--- src/rtl/pwm_fade_sequencer_if.sv ---
// pwm_fade_sequencer_if: control/status bundle between a fade controller and the sequencer.
// Latency: none, plain wires.
// Backpressure: none; start is a one-cycle request, stop a one-cycle abort.
interface pwm_fade_sequencer_if #(
    parameter int PRESCALE_W = 16
);
    logic                  start;
    logic                  stop;
    logic [PRESCALE_W-1:0] step_div;
    logic [7:0]            min_level;
    logic [7:0]            max_level;
    logic [7:0]            hold_steps;
    logic [7:0]            duty_cycle;
    logic                  busy;
    logic                  done;

    modport master (
        output start, stop, step_div, min_level, max_level, hold_steps,
        input  duty_cycle, busy, done
    );

    modport slave (
        input  start, stop, step_div, min_level, max_level, hold_steps,
        output duty_cycle, busy, done
    );
endinterface

--- src/rtl/pwm_fade_sequencer.sv ---
// pwm_fade_sequencer: ramps duty min->max, holds, ramps max->min, holds; PWM_FADE_LOOP_EN repeats until stop.
// Latency: busy rises one clk after start; duty_cycle moves one clk after each prescaler tick.
// Backpressure: none; start ignored while busy, stop aborts from any state on the next edge.
module pwm_fade_sequencer #(
    parameter int PRESCALE_W = 16
) (
    input logic                  clk,
    input logic                  reset,
    pwm_fade_sequencer_if.slave  bus
);

    typedef enum logic [2:0] {
        S_IDLE      = 3'd0,
        S_RAMP_UP   = 3'd1,
        S_HOLD_HIGH = 3'd2,
        S_RAMP_DOWN = 3'd3,
        S_HOLD_LOW  = 3'd4
    } state_t;

    state_t                r_state;
    logic [PRESCALE_W-1:0] r_presc;
    logic [PRESCALE_W-1:0] r_step_div;
    logic [7:0]            r_min;
    logic [7:0]            r_max;
    logic [7:0]            r_hold;
    logic [7:0]            r_hold_cnt;
    logic [7:0]            r_duty;
    logic                  r_busy;
    logic                  r_done;

    logic                  w_tick;
    logic                  w_hold_end;

    // A step happens when the prescaler reaches the latched divider; never while idle.
    assign w_tick     = (r_state != S_IDLE) && (r_presc == r_step_div);
    assign w_hold_end = (r_hold_cnt == r_hold);

    assign bus.duty_cycle = r_duty;
    assign bus.busy       = r_busy;
    assign bus.done       = r_done;

    // Step prescaler: free-runs 0..step_div while a sequence is active, parked at 0 otherwise.
    always_ff @(posedge clk or negedge reset) begin
        if (!reset) begin
            r_presc <= '0;
        end else if (r_state == S_IDLE || bus.stop || w_tick) begin
            r_presc <= '0;
        end else begin
            r_presc <= r_presc + 1'b1;
        end
    end

    // Sequencer FSM with registered duty/busy/done; stop takes priority over everything.
    always_ff @(posedge clk or negedge reset) begin
        if (!reset) begin
            r_state    <= S_IDLE;
            r_step_div <= '0;
            r_min      <= '0;
            r_max      <= '0;
            r_hold     <= '0;
            r_hold_cnt <= '0;
            r_duty     <= '0;
            r_busy     <= 1'b0;
            r_done     <= 1'b0;
        end else begin
            r_done <= 1'b0;
            if (bus.stop) begin
                r_state    <= S_IDLE;
                r_duty     <= '0;
                r_busy     <= 1'b0;
                r_hold_cnt <= '0;
            end else begin
                case (r_state)
                    S_IDLE: begin
                        if (bus.start) begin
                            r_step_div <= bus.step_div;
                            r_min      <= bus.min_level;
                            r_max      <= bus.max_level;
                            r_hold     <= bus.hold_steps;
                            r_duty     <= bus.min_level;
                            r_hold_cnt <= '0;
                            r_busy     <= 1'b1;
                            r_state    <= S_RAMP_UP;
                        end
                    end
                    S_RAMP_UP: begin
                        if (w_tick) begin
                            // The 8'hFF guard keeps the level from wrapping regardless of max.
                            if (r_duty >= r_max || r_duty == 8'hFF) begin
                                r_state    <= S_HOLD_HIGH;
                                r_hold_cnt <= '0;
                            end else begin
                                r_duty <= r_duty + 8'd1;
                            end
                        end
                    end
                    S_HOLD_HIGH: begin
                        if (w_tick) begin
                            if (w_hold_end) begin
                                r_state <= S_RAMP_DOWN;
                            end else begin
                                r_hold_cnt <= r_hold_cnt + 8'd1;
                            end
                        end
                    end
                    S_RAMP_DOWN: begin
                        if (w_tick) begin
                            if (r_duty <= r_min || r_duty == 8'h00) begin
                                r_state    <= S_HOLD_LOW;
                                r_hold_cnt <= '0;
                            end else begin
                                r_duty <= r_duty - 8'd1;
                            end
                        end
                    end
                    S_HOLD_LOW: begin
                        if (w_tick) begin
                            if (w_hold_end) begin
                                r_done <= 1'b1;
`ifdef PWM_FADE_LOOP_EN
                                r_state <= S_RAMP_UP;
`else
                                r_state <= S_IDLE;
                                r_busy  <= 1'b0;
`endif
                            end else begin
                                r_hold_cnt <= r_hold_cnt + 8'd1;
                            end
                        end
                    end
                    default: begin
                        r_state <= S_IDLE;
                        r_busy  <= 1'b0;
                    end
                endcase
            end
        end
    end

endmodule

--- src/flat_wrapper.sv ---
// flat-port wrapper written by rule: the top's interface ports become plain ports
module pwm_fade_sequencer_flat 
#(
    parameter int PRESCALE_W = 16
)
  (clk, reset, bus_start, bus_stop, bus_step_div, bus_min_level, bus_max_level, bus_hold_steps, bus_duty_cycle, bus_busy, bus_done);
  pwm_fade_sequencer_if #(.PRESCALE_W(PRESCALE_W)) bus_i ();
  input logic clk;
  input logic reset;
  input wire logic [$bits(bus_i.start)-1:0] bus_start;
  input wire logic [$bits(bus_i.stop)-1:0] bus_stop;
  input wire logic [$bits(bus_i.step_div)-1:0] bus_step_div;
  input wire logic [$bits(bus_i.min_level)-1:0] bus_min_level;
  input wire logic [$bits(bus_i.max_level)-1:0] bus_max_level;
  input wire logic [$bits(bus_i.hold_steps)-1:0] bus_hold_steps;
  output wire logic [$bits(bus_i.duty_cycle)-1:0] bus_duty_cycle;
  output wire logic [$bits(bus_i.busy)-1:0] bus_busy;
  output wire logic [$bits(bus_i.done)-1:0] bus_done;
  assign bus_i.start = bus_start;
  assign bus_i.stop = bus_stop;
  assign bus_i.step_div = bus_step_div;
  assign bus_i.min_level = bus_min_level;
  assign bus_i.max_level = bus_max_level;
  assign bus_i.hold_steps = bus_hold_steps;
  assign bus_duty_cycle = bus_i.duty_cycle;
  assign bus_busy = bus_i.busy;
  assign bus_done = bus_i.done;
  pwm_fade_sequencer #(.PRESCALE_W(PRESCALE_W)) u_core (.clk(clk), .reset(reset), .bus(bus_i));
endmodule
--- config.mk ---
export PLATFORM = sky130hd
export DESIGN_NAME = pwm_fade_sequencer_flat
export DESIGN_NICKNAME = d
export VERILOG_FILES = /design/src/rtl/pwm_fade_sequencer_if.sv /design/src/rtl/pwm_fade_sequencer.sv /design/src/flat_wrapper.sv
export SDC_FILE = /design/constraint.sdc
export NUM_CORES = 1
export LEC_CHECK = 0
export BUFFER_PORTS_ARGS = -buffer_cell sky130_fd_sc_hd__buf_2
export CAP_MARGIN = 0
export CORE_MARGIN = 2
export CORE_UTILIZATION = 53
export CTS_BUF_LIST = sky130_fd_sc_hd__clkbuf_8 sky130_fd_sc_hd__clkbuf_16
export CTS_CLUSTER_DIAMETER = 50
export DETAILED_ROUTE_END_ITERATION = 16
export PLACE_DENSITY = 0.77
export SYNTH_ARGS = -nofsm -noshare
export SYNTH_HDL_FRONTEND = slang
export SYNTH_SLANG_ARGS = --single-unit
--- constraint.sdc ---
create_clock -name clk -period 2.4 [get_ports clk]
set_input_delay 0.48 -clock clk [delete_from_list [all_inputs] [get_ports clk]]
set_output_delay 0.48 -clock clk [all_outputs]
set_load 0.05 [all_outputs]
==> results.ini <==
[route]
vias = 3437
first_iter_violations = 116
drc = 0
dr.pass1.iters = 4
routed_via_density = 5.653
post_drt_wl_per_cell_um = 16.19
antenna_left = 0
postRouteWirelength_mm = 9.842

[layout]
fin_nets = 568
diodes = 0
final.fill_count = 645
final_util_pct = 65.90
syn_to_final_growth_pct = 20.65
drive_gt1_share_pct = 36.98

[logic_synthesis]
synth_flop_cell = dfrtp_1
synth_edf_count = 0
synthArstFlopShare_pct = 100.0
synth_common_cells = 77 x dfrtp_1, 41 x mux2_2, 38 x nor2_1
ys_warn_count = 0
synth_most_common_cell = dfrtp_1
ys_ff_latch = 77
synth_area_leaders = dfrtp_1 43%, mux2_2 10%, ha_1 6.7%
synth_top_area_share_pct = 43.15
synth.net_count = 493
syn_inst = 424
syn_area_per_cell_um2 = 10.53
seq_area_frac_synth_pct = 43.15
yosys.area.top_type = dfrtp_1
synth.distinct_cells = 59
syn_area_um2 = 4466

[clocking]
htree_num_levels = 3
insertion_delay_ns = 0.36
cts_num_sinks = 77
cts_tree = yes
clkTransAtPathRegs_ns = 0.08
clockBufferDepth = 2
cts_root_buffer = clkbuf_8
numCtsBuffers = 9

[global_routing]
antenna_found_initial = 0
grt_overflow_total = 0
grt_util_all_layers_pct = 22.38
grt_pass1_wl_mm = 15.61
grt_pass1_vias = 3325
grt_max_degree = 41

[pwr]
total_leakage_power_nw = 2.487
total_power_w = 0.006115
powerDensity_nw_per_um2 = 1135
peakVddDrop_mv = 0.5117

[setup_path]
crit_arrival_ns = 2.57
crit_path_max_fanout = 7
crit_type = flip-flop to flip-flop
cp-end-kind = flip-flop
worstPathRequired_ns = 2.63
cp-start-kind = flip-flop

[timing]
finalSetupViolations = 0
min_period_ns = 2.343
grt_setup_unrepaired = yes
drv_slew = 0
fmax_mhz = 426.8
finalCritPeriodShare_pct = 97.62
layout_setup_ws_ns = 0.05712
hold_viol = 0
finClkSkew_ns = 0.01004
relSlewSlack_pct = 60.25
tightest_slew_ns = 0.5962

[place]
gp_congestion = 0.8486
post-place-ws_ns = -0.1684
place.detailed.hpwl_mm = 7.173
port_buffers = 53

[floorplanning]
die_x_um = 95.79
rows = 33
dieArea_um2 = 9176
core_um2 = 8175
fp.dieH_um = 95.79
start_util_pct = 54.62
ios = 54

[worst_hold_path]
hp-class = input pin to async pin

[run_status]
outcome = complete, no violations

[flow_run]
drv_cap = 0

[worst max-delay path: stages (launching register included)]
cell and delay [ns]:
dfrtp_4 0.51, ha_1 0.32, nor2b_1 0.13, o211ai_1 0.19
a21oi_2 0.11, o311ai_2 0.30, buf_4 0.18, nand3b_4 0.13
nor2_4 0.20, a31oi_1 0.12
[per-stage QoR]
stage / cells / TNS, ns / cell area [um^2] / hold WS [ns]
after floorplan: 424 / 0 / 4548 / 0.1844
final: 608 / 0 / 5388 / 0.09458
after global routing: 608 / -0.2038 / 5388 / 0.1431
after CTS: 604 / 0 / 5260 / 0.1123
after detailed placement: 587 / -1.320 / 5032 / 0.4940
after global placement: 587 / -0.1178 / 5032 / 0.4839
[metal layers]
layer | global-route usage [%] | up-vias | share of wire (%)
met2 | 40.15 | 70 | 52
li1 | - | 1656 | -
met1 | 26.51 | 1691 | 42
met4 | 8.333 | 0 | 2.0
met3 | 4.307 | 20 | 4.1
met5 | 0 | - | 0
[layout make-up]
class / instances / area [um^2] / area share, %
Multi-Input combinational cell: 310 / 2536 / 47.07
Clock buffer: 10 / 137.6 / 2.555
Clock inverter: 5 / 75.07 / 1.393
Sequential cell: 77 / 1937 / 35.95
Tap cell: 105 / 131.4 / 2.438
Inverter: 21 / 83.83 / 1.556
Timing Repair Buffer: 80 / 486.7 / 9.034
[path summary, 6_finish.rpt]
| kind | slack [ns] | endpoint | from | depth (start not counted) |
|---|---|---|---|---|
| setup / recovery | 0.06 | u_core.r_hold_cnt[4]$_DFFE_PN0P_ | u_core.bus.duty_cycle[1]$_DFFE_PN0P_ | 9 |
| hold / removal | 0.09 | u_core.r_min[4]$_DFFE_PN0P_ | reset | 1 |
| setup reg to reg | 0.06 | u_core.r_hold_cnt[4]$_DFFE_PN0P_ | u_core.bus.duty_cycle[1]$_DFFE_PN0P_ | 9 |
| hold reg to reg | 0.51 | u_core.r_min[6]$_DFFE_PN0P_ | u_core.r_min[6]$_DFFE_PN0P_ | 1 |
| max in group asynchronous | 1.72 | u_core.r_presc[6]$_DFF_PN0_ | reset | 2 |
| min in group clk | 0.35 | u_core.r_step_div[10]$_DFFE_PN0P_ | bus_step_div[10] | 2 |
[where the power goes]
| group | internal (W) | total, W | switching (W) |
|---|---|---|---|
| logic | 0.00138 | 0.00291 | 0.00154 |
| clock network | 0.000603 | 0.00108 | 0.000475 |
| registers | 0.00176 | 0.00213 | 0.000371 |
| total | 0.00373 | 0.00612 | 0.00238 |
[kinds of logic (layout without fill, tap and decap cells)]
kind of cell    Yosys count  count (layout)  share of synthesized area [%]
compound gates           63              63                          8.910
xor+xnor                 41              41                          8.041
fa+ha+maj                25              25                          7.173
buf+inv                  37             116                          3.670
flops                    77              77                          43.15
mux                      50              50                          13.25
simple gates            131             131                          15.80
[layout by cell type, fill, tap and decap left out, types with 19 or more instances in the layout]
cell type,instances
buf_2,52
buf_4,26
dfrtp_1,71
ha_1,20
inv_1,19
mux2_2,41
nand2_1,20
nor2_1,37
xor2_1,24
[what timing repair did]
action,CTS,global route
pin swaps,3,7
resized for setup,3,25
endpoints found under the setup margin,15,10
hold buffers,0,0
setup buffers,2,4
[flip-flops by register name, indices dropped and copies added, names as in the netlist]
name                   cells
u_core.r_presc            16
u_core.r_step_div         16
u_core.bus.duty_cycle      8
u_core.r_hold              8
u_core.r_hold_cnt          8
u_core.r_max               8
u_core.r_min               8
u_core.r_state             3
u_core.bus.busy            1
u_core.bus.done            1
Note: power is estimated with default switching activity, not from simulation.
